$ cat src/rtl/phase_accum_mc.sv
// Multi-channel DDS phase accumulator: one shared adder sweeps all channels once per sample tick.
// Define PHASE_DITHER_EN to add LFSR dither below the published phase LSB before truncation.
module phase_accum_mc #(
  parameter int unsigned PHASE_W  = 16,
  parameter int unsigned OUT_W    = 10,
  parameter int unsigned CHANNELS = 2,
  parameter int unsigned TICK_DIV = 4,
  localparam int unsigned CH_W    = (CHANNELS > 1) ? $clog2(CHANNELS) : 1
) (
  input  logic                      clk,
  input  logic                      rst,
  input  logic                      en,
  input  logic                      cfg_valid,
  output logic                      cfg_ready,
  input  logic                      cfg_sel,
  input  logic [CH_W-1:0]           cfg_chan,
  input  logic [PHASE_W-1:0]        cfg_data,
  input  logic                      sync,
  output logic [CHANNELS*OUT_W-1:0] phase_out,
  output logic                      phase_valid,
  output logic [CHANNELS-1:0]       wrap,
  output logic                      busy
);

  localparam int unsigned CNT_W  = (TICK_DIV > 1) ? $clog2(TICK_DIV) : 1;
  localparam int unsigned DITH_W = PHASE_W - OUT_W;

  localparam logic [1:0] S_IDLE = 2'd0;
  localparam logic [1:0] S_RUN  = 2'd1;
  localparam logic [1:0] S_PUB  = 2'd2;

  if (TICK_DIV < CHANNELS + 2) begin : g_bad_tick_div
    $error("phase_accum_mc: TICK_DIV must be >= CHANNELS+2");
  end
  if (OUT_W >= PHASE_W) begin : g_bad_out_w
    $error("phase_accum_mc: OUT_W must be < PHASE_W");
  end

  logic [1:0]                             state_q, state_d;
  logic [CNT_W-1:0]                       cnt_q, cnt_d;
  logic [CH_W-1:0]                        ch_q, ch_d;
  logic [CHANNELS-1:0][PHASE_W-1:0]       acc_q, acc_d;
  logic [CHANNELS-1:0][PHASE_W-1:0]       ftw_sh_q, ftw_sh_d;
  logic [CHANNELS-1:0][PHASE_W-1:0]       off_sh_q, off_sh_d;
  logic [CHANNELS-1:0][PHASE_W-1:0]       ftw_act_q, ftw_act_d;
  logic [CHANNELS-1:0][PHASE_W-1:0]       off_act_q, off_act_d;
  logic [CHANNELS-1:0]                    wrap_nxt_q, wrap_nxt_d;
  logic [CHANNELS-1:0]                    wrap_q, wrap_d;
  logic [CHANNELS-1:0][OUT_W-1:0]         phase_out_q, phase_out_d;
  logic                                   phase_valid_q, phase_valid_d;
  logic                                   busy_q, busy_d;
  logic                                   cfg_ready_q, cfg_ready_d;
  logic                                   sync_pend_q, sync_pend_d;
  logic                                   sync_run_q, sync_run_d;

  logic                                   tick;
  logic                                   cfg_fire;
  logic [PHASE_W-1:0]                     sel_acc;
  logic [PHASE_W-1:0]                     sel_ftw;
  logic [PHASE_W:0]                       sum;
  logic [PHASE_W-1:0]                     pub_sum;

`ifdef PHASE_DITHER_EN
  logic [15:0]                            lfsr_q, lfsr_d;
  logic                                   lfsr_fb;
`endif

  assign tick     = en & (cnt_q == CNT_W'(TICK_DIV - 1));
  assign cfg_fire = cfg_valid & cfg_ready_q;

  // Sample-tick divider; en=0 freezes it but never stalls a sweep in flight
  always_comb begin
    cnt_d = cnt_q;
    if (tick) begin
      cnt_d = '0;
    end else if (en) begin
      cnt_d = cnt_q + CNT_W'(1);
    end
  end

`ifdef PHASE_DITHER_EN
  // Fibonacci LFSR, taps 16,14,13,11, stepped once per tick
  always_comb begin
    lfsr_fb = lfsr_q[15] ^ lfsr_q[13] ^ lfsr_q[12] ^ lfsr_q[10];
    lfsr_d  = tick ? {lfsr_q[14:0], lfsr_fb} : lfsr_q;
  end
`endif

  // Sweep FSM, config shadow/active copies and publish
  always_comb begin
    state_d       = state_q;
    ch_d          = ch_q;
    acc_d         = acc_q;
    ftw_sh_d      = ftw_sh_q;
    off_sh_d      = off_sh_q;
    ftw_act_d     = ftw_act_q;
    off_act_d     = off_act_q;
    wrap_nxt_d    = wrap_nxt_q;
    wrap_d        = wrap_q;
    phase_out_d   = phase_out_q;
    phase_valid_d = 1'b0;
    sync_pend_d   = sync_pend_q | sync;
    sync_run_d    = sync_run_q;
    sel_acc       = '0;
    sel_ftw       = '0;
    sum           = '0;
    pub_sum       = '0;

    // Out-of-range channel numbers match nothing and are dropped
    if (cfg_fire) begin
      for (int unsigned c = 0; c < CHANNELS; c++) begin
        if (cfg_chan == CH_W'(c)) begin
          if (cfg_sel) off_sh_d[c] = cfg_data;
          else         ftw_sh_d[c] = cfg_data;
        end
      end
    end

    case (state_q)
      S_IDLE: begin
        if (tick) begin
          state_d     = S_RUN;
          ch_d        = '0;
          ftw_act_d   = ftw_sh_d;
          off_act_d   = off_sh_d;
          sync_run_d  = sync_pend_d;
          sync_pend_d = 1'b0;
          wrap_nxt_d  = '0;
        end
      end
      S_RUN: begin
        for (int unsigned c = 0; c < CHANNELS; c++) begin
          if (ch_q == CH_W'(c)) begin
            sel_acc = sync_run_q ? '0 : acc_q[c];
            sel_ftw = ftw_act_q[c];
          end
        end
        sum = {1'b0, sel_acc} + {1'b0, sel_ftw};
        for (int unsigned c = 0; c < CHANNELS; c++) begin
          if (ch_q == CH_W'(c)) begin
            acc_d[c]      = sum[PHASE_W-1:0];
            wrap_nxt_d[c] = sum[PHASE_W] & ~sync_run_q;
          end
        end
        // Last channel: outputs are registered on entry to PUB so they are valid during it
        if (ch_q == CH_W'(CHANNELS - 1)) begin
          state_d       = S_PUB;
          phase_valid_d = 1'b1;
          wrap_d        = wrap_nxt_d;
          sync_run_d    = 1'b0;
          for (int unsigned c = 0; c < CHANNELS; c++) begin
            pub_sum = acc_d[c] + off_act_q[c];
`ifdef PHASE_DITHER_EN
            pub_sum = pub_sum + PHASE_W'(lfsr_q[DITH_W-1:0]);
`endif
            phase_out_d[c] = pub_sum[PHASE_W-1 -: OUT_W];
          end
        end else begin
          ch_d = ch_q + CH_W'(1);
        end
      end
      S_PUB: begin
        state_d = S_IDLE;
      end
      default: begin
        state_d = S_IDLE;
      end
    endcase

    busy_d      = (state_d != S_IDLE);
    cfg_ready_d = (state_d == S_IDLE);
  end

  always_ff @(posedge clk or negedge rst) begin
    if (!rst) begin
      state_q       <= S_IDLE;
      cnt_q         <= '0;
      ch_q          <= '0;
      acc_q         <= '0;
      ftw_sh_q      <= '0;
      off_sh_q      <= '0;
      ftw_act_q     <= '0;
      off_act_q     <= '0;
      wrap_nxt_q    <= '0;
      wrap_q        <= '0;
      phase_out_q   <= '0;
      phase_valid_q <= 1'b0;
      busy_q        <= 1'b0;
      cfg_ready_q   <= 1'b0;
      sync_pend_q   <= 1'b0;
      sync_run_q    <= 1'b0;
    end else begin
      state_q       <= state_d;
      cnt_q         <= cnt_d;
      ch_q          <= ch_d;
      acc_q         <= acc_d;
      ftw_sh_q      <= ftw_sh_d;
      off_sh_q      <= off_sh_d;
      ftw_act_q     <= ftw_act_d;
      off_act_q     <= off_act_d;
      wrap_nxt_q    <= wrap_nxt_d;
      wrap_q        <= wrap_d;
      phase_out_q   <= phase_out_d;
      phase_valid_q <= phase_valid_d;
      busy_q        <= busy_d;
      cfg_ready_q   <= cfg_ready_d;
      sync_pend_q   <= sync_pend_d;
      sync_run_q    <= sync_run_d;
    end
  end

`ifdef PHASE_DITHER_EN
  always_ff @(posedge clk or negedge rst) begin
    if (!rst) lfsr_q <= 16'hACE1;
    else      lfsr_q <= lfsr_d;
  end
`endif

  assign cfg_ready   = cfg_ready_q;
  assign phase_out   = phase_out_q;
  assign phase_valid = phase_valid_q;
  assign wrap        = wrap_q;
  assign busy        = busy_q;

endmodule
$ cat config.mk
export PLATFORM = sky130hd
export DESIGN_NAME = phase_accum_mc
export DESIGN_NICKNAME = d
export VERILOG_FILES = /design/src/rtl/phase_accum_mc.sv
export SDC_FILE = /design/constraint.sdc
export NUM_CORES = 1
export LEC_CHECK = 0
export CAP_MARGIN = 0
export CORE_ASPECT_RATIO = 0.8
export CORE_MARGIN = 3
export CORE_UTILIZATION = 40
export DETAILED_ROUTE_END_ITERATION = 16
export PLACE_DENSITY = 0.63
export SLEW_MARGIN = 15
export SYNTH_ARGS = -nofsm -noshare
export SYNTH_HDL_FRONTEND = slang
export SYNTH_SLANG_ARGS = --single-unit
$ cat constraint.sdc
create_clock -name clk -period 9.9 [get_ports clk]
set_clock_uncertainty 0.2 [all_clocks]
set_input_delay 1.485 -clock clk [delete_from_list [all_inputs] [get_ports clk]]
set_output_delay 1.485 -clock clk [all_outputs]
set_load 0.05 [all_outputs]
Word-level counts from Yosys, hierarchy flattened

Cells that the tools add are included.

Logic and storage cells: 84
Latch bits: 0
Output and inout port bits: 25
Memories: 0
ROM bits: 0
Bits of input ports: 23
Bits in registers: 194
RAM bits: 0

Divide/modulo/power cells: 0
$add $sub $neg: 5
Eq/ne operators: 4
Muxes and demuxes: 39
Multipliers: 0
Reduce and logical (&&, ||, !) cells: 9
Bitwise operators: 5
Magnitude comparators: 0
Shift-type cells: 0

Operators with widths:

| operator                                       | count |
|---|---|
| 2-to-1 mux 16 bit                              | 18 |
| 2-to-1 mux 32 bit                              | 2 |
| adder 16 bit                                   | 2 |
| adder 16 x 16 -> 17 bit                        | 1 |
| 2-to-1 mux 1 bit                               | 10 |
| 2-to-1 mux 2 bit                               | 5 |
| one-hot mux 2 bit (2 select lines)             | 2 |
| AND reduction 2 bit                            | 3 |
| nonzero test 2 bit                             | 3 |
| logical NOT 2 bit                              | 2 |
| inequality test 2 bit (second input constant)  | 2 |
| one-hot mux 1 bit (2 select lines)             | 2 |
| AND 1 bit                                      | 3 |
| AND reduction 3 bit                            | 1 |
| adder 2 x 1 -> 2 bit (second input constant)   | 1 |
| == test 2 x 1 -> 1 bit (second input constant) | 1 |
| == test 2 bit (second input constant)          | 1 |
| adder 1 bit (second input constant)            | 1 |
| NOT 1 bit                                      | 1 |
| bitwise OR 1 bit                               | 1 |

Depth between registers and ports, before layout

Depth after elaboration: 7
Gate-level depth with buffers: 22
Gate-level depth less buffers: 19

Least setup slack after synthesis

No wires, ideal clock.

Path type: flip-flop to flip-flop
From: register ch_q
To: register phase_out_q (netlist bit phase_out[19])
Period minus slack after synthesis: 5576 ps
Setup time: 133 ps
Required time: 9567 ps
Stages on the path, launching flop included: 22
Path buffers: 3
Path slack: 4324 ps
Data arrival time: 5243 ps
Cells stage by stage: dfrtp_1 -> buf_2 -> clkbuf_1 -> clkbuf_1 -> mux2_2 -> ha_1 -> fa_1 -> a21o_1 -> a21oi_2 -> o21bai_2 -> a21o_1 -> a21oi_4 -> nor3_1 -> or4_1 -> ha_1 -> and3_1 -> nand3_1 -> or3b_1 -> and2_1 -> a221oi_2 -> xor2_1 -> o21ai_0

Longest elaborated chain between the ends: 6
Elaborated cells on any way between the ends: 9
Those cells by class: add/sub (2); mux (6); reduce/logical (1)

RTL lines:

| element                 | line | RTL |
|---|---|---|
| from (decl)             | 41   | `logic [CH_W-1:0] ch_q, ch_d;` |
| from (signal assigned)  | 195  | `ch_q <= ch_d;` |
| 2-to-1 mux 16 bit       | 133  | `if (ch_q == CH_W'(c)) begin` |
| 2-to-1 mux 16 bit       | 119  | `case (state_q)` |
| adder 16 x 16 -> 17 bit | 138  | `sum = {1'b0, sel_acc} + {1'b0, sel_ftw};` |
| 2-to-1 mux 16 bit       | 140  | `if (ch_q == CH_W'(c)) begin` |
| 2-to-1 mux 16 bit       | 119  |  |
| adder 16 bit            | 152  | `pub_sum = acc_d[c] + off_act_q[c];` |
| to (signal assigned)    | 203  | `phase_out_q <= phase_out_d;` |
| to (decl)               | 49   | `logic [CHANNELS-1:0][OUT_W-1:0] phase_out_q, phase_out_d;` |

Several ways; a longest one is shown, not always the timed one. The select of a mux whose other input is x is not followed.
A chain may end at the register's enable or synchronous reset.

Final worst setup path

Ends and elaborated chain as after synthesis.

==> results by group <==
Setup path
  – Kind of critical path: reg2reg
  – CP max stage delay: around 0.7 ns
  – Crit path capture type: register
  – Worst EP required: 10.01 ns
  – Arr. time, crit path: 5.75 ns
  – Cell mode on critical path: a21o_1
  – Buf/Inv on CP: 1
  – Crit path max fanout: 66
  – Startpoint Class: register
  – Critical-path cell with the highest stage delay: buf_4
  – Reg2reg setup slack: 4.26 ns
  – Top delay family on crit path: simple AND/OR/NAND/NOR gates
  – CP Cell Sequence: buf_4, mux2i_1, nor2_1, fa_1, a21o_1, a21oi_2, o21bai_2, a21o_1, a21oi_4, nor3_1, or4_1, ha_1, and3_1, nand3_1, or3b_1, and2_1, a221oi_2, xor2_1, o21ai_0

Clocking
  – Post_cts resized: 0
  – Clock sink count: 193
  – Clock-pin slew on the worst setup and hold paths: 0.07 ns
  – CTS tree: yes
  – Hold-fix buffers at CTS: 0
  – Num CTS Buffers: 17
  – Clk_lat worst skew: approximately 0.44 ns
  – H-Tree Depth: 4
  – Root Driver: clkbuf_16
  – Post-CTS setup buffer count: 0
  – Longest Clk Path Bufs: 2

Finish
  – Share of layout cells above drive strength 1: 0.216
  – # diodes: 0
  – Fin nets: about 1000
  – Most common cell after layout, fill and taps aside: dfrtp_1
  – Area Growth Syn to Fin: 13.2%
  – Final Cell Area: 0.0111 sq mm
  – Commonest non-fill, non-tap cells in the layout: dfrtp_1 (192), mux2_2 (147), nand2_1 (105)

Place
  – Post-DP HPWL: between 15000 and 20000 um
  – Placed inst area: about 0.011 sq mm
  – Port bufs: 47
  – Final GP Congestion: just under 0.9

Route
  – Pre-antenna DRT Iters: 5
  – Initial DRC Count: 543
  – Post-route ant nets: 0
  – Via-to-Cell Ratio: 5.43
  – Drc violations: 0
  – Total number of vias: 6699
  – Routed wire length: 22700 um
  – Avg WL per Cell: 18.4 um

Die
  – Core ar.: between 0.02 and 0.025 sq mm
  – Die X: about 180 um
  – Rows: 50
  – Starting density of the core: 0.414
  – Die area: 0.0265 sq mm
  – I/O pin count: 48
  – Die Height: 146 um

Synth
  – Synthesized cell area: ~0.0098 sq mm
  – EDFF count, synth: 0
  – Synth async-reset ratio: 1.00
  – Top cells by area, synth: dfrtp_1 (49%), mux2_2 (17%), ha_1 (6.0%), nand2_1 (4.1%), o21ai_0 (3.9%)
  – Dominant synthesized flop cell: dfrtp_1
  – Post-synthesis sequential element count: between 150 and 200
  – Syn Inst Count: 876
  – Warnings, synthesis: 0
  – Sequential area share after synthesis: 0.491
  – Cell type with the highest aggregate area in the netlist: dfrtp_1
  – Syn Area/Cell: 11.2 sq um
  – Library cells used by synthesis: 61
  – Syn_nets: 947
  – Top-area cell type share of the netlist area: 0.491

Timing
  – RSZ-0062 raised after global routing: no
  – Count of final setup violators: 0
  – Period utilization: 0.570
  – Fin crit period: 5.64 ns
  – Slew margin rel.: 0.328
  – Hold slack: ~0.28 ns
  – Fmax: 177 MHz
  – Worst Max-Slew Pin Slew: 1.01 ns
  – Fin. max-slew vios: 0
  – Hold Violations, Final: 0
  – Fin Setup TNS: 0 ns

Run status
  – Status: finished clean

Global route
  – GR Overflow Total: 0
  – First-pass GRT wire length: ~37000 um
  – Initial antenna violation count: 0
  – Largest net degree at the start of global routing: 117
  – GRT Util Overall: 0.176
  – Vias in the first global route: 6429

Run
  – Max-cap violations: 0

Worst hold path
  – Worst hold path type: reg2reg
==> worst paths after layout <==
kind	from	end	cells after the start
min in group asynchronous	rst	ftw_act_q[29]	1
worst min register to register	cnt_q[0]	cnt_q[0]	1
worst min-delay path	cnt_q[0]	cnt_q[0]	1
worst max register to register	ch_q	phase_out[19]	19
worst max-delay path	ch_q	phase_out[19]	19
max in group asynchronous	rst	phase_out[15]	2
==> cells in the mapped netlist (5+ instances only) <==
cell type,number
o21ai_0,76
clkbuf_1,26
nor3_1,5
a21oi_1,35
nand2b_1,5
mux2i_1,19
a21o_1,18
inv_1,7
and3_1,9
xnor2_1,13
o31ai_1,12
mux2_2,147
dfrtp_1,193
o21a_1,6
nand3_1,9
ha_1,47
buf_2,6
nor2_1,47
xor2_1,14
nand2_1,107
nand4_1,5
==> area by class of cell <==
class	count	area [sq um]
repair buffers	53	519
clock buffers	18	429
inverters	8	30.0
clock inverters	12	113
well taps	312	390
fillers	2219	12600
flip-flops and latches	193	4830
multi-input cells	638	4820
==> layer usage <==
| layer | up-vias | track usage | routed length (um) |
|---|---|---|---|
| li1 | 3226 | - | - |
| met1 | 3327 | 0.266 | 11500 |
| met5 | - | 0 | 0 |
| met2 | 120 | 0.262 | 10000 |
| met4 | 0 | 0.0411 | 300 |
| met3 | 26 | 0.0344 | 778 |
==> stage by stage <==
step,instances,setup WS [ns],util
floorplan,876,4.32,-
global placement,1204,4.37,0.445
detailed placement,1204,4.27,0.445
CTS,1234,4.26,0.468
global route,1234,3.84,0.468
finish,1234,4.26,0.468
==> kinds of logic after synthesis <==
| logic type | after synthesis | synth area share |
|---|---|---|
| mux | 166 | 0.188 |
| simple gates | 211 | 0.0970 |
| flops | 193 | 0.491 |
| fa+ha+maj | 48 | 0.0619 |
| buf+inv | 45 | 0.0195 |
| xor+xnor | 27 | 0.0241 |
| compound gates | 186 | 0.119 |
==> flip-flops by register name, indices dropped and copies added, names as in the netlist, 2 cells and up <==
name / flops
acc_q: 32
cnt_q: 2
phase_out: 20
wrap: 2
off_sh_q: 32
off_act_q: 32
state_q: 2
ftw_sh_q: 32
ftw_act_q: 32
Power is not shown: default switching activity piles up to over one toggle a cycle in this logic, so the estimate is an artifact.
